**config.mk**
```make
export PLATFORM = sky130hd
export DESIGN_NAME = imm_gen_pipe
export DESIGN_NICKNAME = d
export VERILOG_FILES = /design/src/rtl/imm_gen_pipe.sv
export SDC_FILE = /design/constraint.sdc
export NUM_CORES = 1
export LEC_CHECK = 0
export CAP_MARGIN = 20
export CORE_MARGIN = 10
export CORE_UTILIZATION = 44
export CTS_CLUSTER_SIZE = 25
export DETAILED_ROUTE_END_ITERATION = 8
export PLACE_DENSITY = 0.86
export SYNTH_ARGS = -nofsm -noshare
export SYNTH_HDL_FRONTEND = slang
export SYNTH_SLANG_ARGS = --single-unit
```
**constraint.sdc**
```tcl
create_clock -name clk -period 2.15 [get_ports clk]
set_input_delay 0.215 -clock clk [delete_from_list [all_inputs] [get_ports clk]]
set_output_delay 0.215 -clock clk [all_outputs]
set_load 0.005 [all_outputs]
```
**src/rtl/imm_gen_pipe.sv**
```systemverilog
// Immediate generator with a single registered valid/ready stage.
// Decodes the RISC-V opcode field, builds the sign-extended immediate,
// reports the instruction format and flags unrecognised opcodes.
module imm_gen_pipe #(
  parameter int XLEN     = 64,
  parameter int RV64_OPS = 1,
  parameter int SYS_IMM  = 1
) (
  input  logic            clk,
  input  logic            rst_n,
  input  logic            flush,
  input  logic            in_valid,
  output logic            in_ready,
  input  logic [31:0]     instr,
  output logic            out_valid,
  input  logic            out_ready,
  output logic [XLEN-1:0] imm_out,
  output logic [2:0]      fmt,
  output logic            illegal
);

  localparam logic [2:0] FMT_NONE = 3'd0;
  localparam logic [2:0] FMT_I    = 3'd1;
  localparam logic [2:0] FMT_S    = 3'd2;
  localparam logic [2:0] FMT_B    = 3'd3;
  localparam logic [2:0] FMT_U    = 3'd4;
  localparam logic [2:0] FMT_J    = 3'd5;
  localparam logic [2:0] FMT_R    = 3'd6;

  // Widen a 32-bit signed immediate to XLEN by replicating bit 31.
  function automatic logic [XLEN-1:0] sext32(input logic [31:0] v);
    logic signed [31:0] s;
    s = v;
    return XLEN'(s);
  endfunction

  logic [6:0]      w_opc_p0;
  logic [XLEN-1:0] w_imm_p0;
  logic [2:0]      w_fmt_p0;
  logic            w_ill_p0;
  logic            w_accept_p0;

  logic            r_vld_p1;
  logic [XLEN-1:0] r_imm_p1;
  logic [2:0]      r_fmt_p1;
  logic            r_ill_p1;

  assign w_opc_p0    = instr[6:0];
  assign in_ready    = !r_vld_p1 || out_ready;
  assign w_accept_p0 = in_valid && in_ready && !flush;

  // Combinational opcode decode and immediate assembly.
  always_comb begin
    w_imm_p0 = '0;
    w_fmt_p0 = FMT_NONE;
    w_ill_p0 = 1'b1;
    case (w_opc_p0)
      7'b0010011, 7'b0000011, 7'b1100111: begin
        w_imm_p0 = sext32({{20{instr[31]}}, instr[31:20]});
        w_fmt_p0 = FMT_I;
        w_ill_p0 = 1'b0;
      end
      7'b0011011: begin
        if (RV64_OPS != 0) begin
          w_imm_p0 = sext32({{20{instr[31]}}, instr[31:20]});
          w_fmt_p0 = FMT_I;
          w_ill_p0 = 1'b0;
        end
      end
      7'b1110011: begin
        if (SYS_IMM != 0) begin
          w_imm_p0 = sext32({{20{instr[31]}}, instr[31:20]});
          w_fmt_p0 = FMT_I;
          w_ill_p0 = 1'b0;
        end
      end
      7'b0100011: begin
        w_imm_p0 = sext32({{20{instr[31]}}, instr[31:25], instr[11:7]});
        w_fmt_p0 = FMT_S;
        w_ill_p0 = 1'b0;
      end
      7'b1100011: begin
        w_imm_p0 = sext32({{19{instr[31]}}, instr[31], instr[7],
                           instr[30:25], instr[11:8], 1'b0});
        w_fmt_p0 = FMT_B;
        w_ill_p0 = 1'b0;
      end
      7'b0110111, 7'b0010111: begin
        w_imm_p0 = sext32({instr[31:12], 12'b0});
        w_fmt_p0 = FMT_U;
        w_ill_p0 = 1'b0;
      end
      7'b1101111: begin
        w_imm_p0 = sext32({{11{instr[31]}}, instr[31], instr[19:12],
                           instr[20], instr[30:21], 1'b0});
        w_fmt_p0 = FMT_J;
        w_ill_p0 = 1'b0;
      end
      7'b0110011: begin
        w_fmt_p0 = FMT_R;
        w_ill_p0 = 1'b0;
      end
      7'b0111011: begin
        if (RV64_OPS != 0) begin
          w_fmt_p0 = FMT_R;
          w_ill_p0 = 1'b0;
        end
      end
      default: begin
        w_imm_p0 = '0;
      end
    endcase
  end

  // ---- stage p0 -> p1: output register, flush beats accept ----
  always_ff @(posedge clk or negedge rst_n) begin
    if (!rst_n) begin
      r_vld_p1 <= 1'b0;
      r_imm_p1 <= '0;
      r_fmt_p1 <= FMT_NONE;
      r_ill_p1 <= 1'b0;
    end else if (flush) begin
      r_vld_p1 <= 1'b0;
    end else if (w_accept_p0) begin
      r_vld_p1 <= 1'b1;
      r_imm_p1 <= w_imm_p0;
      r_fmt_p1 <= w_fmt_p0;
      r_ill_p1 <= w_ill_p0;
    end else if (r_vld_p1 && out_ready) begin
      r_vld_p1 <= 1'b0;
    end
  end

  assign out_valid = r_vld_p1;
  assign imm_out   = r_imm_p1;
  assign fmt       = r_fmt_p1;
  assign illegal   = r_ill_p1;

endmodule
```
==> results.ini <==
[yosys]
synth_top_cell_area_share = 0.427
synth_area_leaders = dfrtp_1 43%, buf_4 11%, nand2_1 6.9%
synth_edf_count = 0
synth_cell_types = 44
synth-seq-cells = 37
netlist_area_um2 = 2170
ys.flop_type = dfrtp_1
avgSynthCellArea_um2 = 9.19
yosys_warnings = 0
syn-num-nets = 273
synth_largest_area_cell = dfrtp_1
synthCells = 236
synthArstFlopShare = 1.00
yosysSeqAreaShare = 0.427

[grt]
grt_max_degree = 38
grt_pass1_wl_um = 10400
grt_overflow = 0
grt_usage = 0.155
top_usage_layer = met2
gr-usage-met2 = 0.255
use_met1 = 0.179
grt_util_met3 = 0.0582
grt_pass1_vias = 1943
antenna_found_initial = 0

[sta]
maxSlewViolCount = 0
slew_headroom = 0.451
tightest_slew_ns = 0.824
rsz0062_at_grt = false
fin_ws_ns = 0.329
layout_worst_path_cycle_share = 0.847
fmax_ghz = 0.549
setup_viol = 0
finalClockSkew_ns = 0.0114
fin_crit_ns = 1.82
hold_violations = 0
tns_ns = 0

[place]
dp_slack_ns = 0.0696
routabilityCongestion = 0.899
io_buffers = 106
hpwl_um = 5080

[power_and_ir_drop]
seqPwrFrac = 0.437
p_sw_frac = 0.254
worst_ir_drop_vdd_mv = 0.292
pwr-share-comb = 0.228
intPower_mw = 1.31
clkPwrFrac = 0.334
p_leak_nw = 1.23
power.switching_mw = 0.444
power_density_nw_per_um2 = 555

[floorplanning]
die_x_um = 90.2
dieArea_um2 = 8140
io_pins = 107
start_util = 0.456
rows = 25
die_h_um = 90.2
core_area_um2 = 4750

[setup_path]
reg2reg_to = imm_out[3]
critPathLaunchType = input pin
arrival_ns = 2.05
cp_data_required_time_ns = 2.38
crit_fanout = 11
critical_path_class = in2reg
r2r_cells = 6
r2r_start = out_valid
r2r_slack_ns = 0.48
crit_path_end_kind = flop

[clock_tree]
cts_hold_buf = 0
clk_pin_slew_ns = 0.07
cts_tree = done
h-tree-depth = 2
postCtsSetupBuffers = 0
clock-root-buffer = clkbuf_8
ctsResizeCount = 0
cts_buffers = 5
cts.sinks = 37
worstSkewPairLatency_ns = 0.30
clk_path_buf_depth = 2

[drt]
drtIter0Drc = 101
dr_total_vias = 1954
drc = 0
routedWlPerCell_um = 16.8
drtAntennaViolNets = 0
dr.pass1.iters = 4
vias_per_cell = 5.14
routed_wirelength_um = 6370

[layout]
area_delta_synth_final_pct = 45.4
fillCellCount = 394
layout-drive-gt1-share = 0.144
n_antenna_cell = 0
fin_nets = 350

[outcome]
run_status = completed

[worst_hold_path]
hold_class = in2async

[job]
max-cap-violations = 0

-- power groups by stage --
stage / Sequential [mW] / Combinational, mW / Clock, mW
floorplan: 0.785 / 0.169 / 0
global placement: 0.776 / 0.397 / 0
detailed placement: 0.778 / 0.406 / 0
CTS: 0.765 / 0.407 / 0.595
global route: 0.770 / 0.436 / 0.627
finish: 0.765 / 0.400 / 0.585
-- per-stage QoR --
step	cells	utilization	cell area [um^2]	hold WS, ns	power [mW]
after detailed placement	373	0.641	3050	0.358	1.18
after floorplan	236	-	2170	-0.0806	0.953
final	380	0.663	3150	0.0107	1.75
after CTS	380	0.663	3150	0.0420	1.77
after global placement	373	0.641	3050	0.351	1.17
after global routing	380	0.663	3150	0.0769	1.83
-- worst max path at each step --
stage	from	to	slack (ns)	cells after the start
2_1_floorplan	out_valid	imm_out[10]	0.76	5
4_1_cts	instr[6]	imm_out[3]	0.38	7
5_1_grt	instr[6]	imm_out[3]	0.25	7
6_report	instr[6]	imm_out[3]	0.33	7
3_5_place_dp	instr[6]	imm_out[3]	0.07	7
3_3_place_gp	instr[4]	imm_out[17]	0.19	6
-- final cells by class --
| cell class | instances | area [um^2] | share of cell area |
|---|---|---|---|
| clock buffer | 5 | 68.8 | 0.0218 |
| clock inverter | 2 | 35.0 | 0.0111 |
| inverter | 3 | 11.3 | 0.00357 |
| multi-input combinational | 152 | 912 | 0.289 |
| sequential | 37 | 926 | 0.294 |
| tap | 67 | 83.8 | 0.0266 |
| timing repair buffer | 114 | 1120 | 0.354 |
-- Yosys cell counts (2+ instances only) --
library cell / n
a21oi_1: 14
a21oi_2: 10
a22o_1: 7
a22oi_1: 4
a31oi_1: 5
buf_2: 6
buf_4: 33
buf_6: 3
clkbuf_1: 2
dfrtp_1: 37
inv_1: 2
nand2_1: 40
nand2_2: 2
nand3_1: 3
nand3_2: 2
nand3b_1: 2
nor2_1: 21
nor2_2: 2
nor3b_1: 2
nor4_2: 2
o21ai_0: 5
o21ai_1: 10
-- logic make-up (layout without fill, tap and decap cells) --
family | after synthesis | after routing | synth area share
flip-flops | 37 | 37 | 0.427
AO/OA/AOI/OAI | 64 | 64 | 0.214
AND/OR/NAND/NOR | 88 | 88 | 0.207
buffers and inverters | 47 | 124 | 0.152
-- per-layer routing --
layer  vias up  part of all wire
li1        929                 -
met1       918              0.42
met2        99              0.48
met3         8             0.090
met4         0             0.015
met5         -                 0
-- critical path, stage by stage --
cell,delay [ns]
clkdlybuf4s50_1,0.58
buf_4,0.24
nor4b_1,0.33
a311oi_2,0.09
a211oi_2,0.39
nand2_1,0.11
nand2_1,0.08
-- layout by cell type (no fill, tap or decap), types with 2 or more instances in the layout --
cell type,n
clkdlybuf4s50_1,105
nand2_1,40
dfrtp_1,37
nor2_1,21
a21oi_1,14
o21ai_1,10
a21oi_2,10
buf_4,8
a22o_1,7
a31oi_1,5
o21ai_0,5
clkbuf_8,5
a22oi_1,4
nand3_1,3
nand2_2,2
nor2_2,2
nor4_2,2
nand3b_1,2
nor3b_1,2
nand3_2,2
inv_1,2
-- flip-flops by register name (all words and copies together), names as in the netlist --
name       count
fmt            3
illegal        1
imm_out       32
out_valid      1
(Power assumes the default switching activity.)
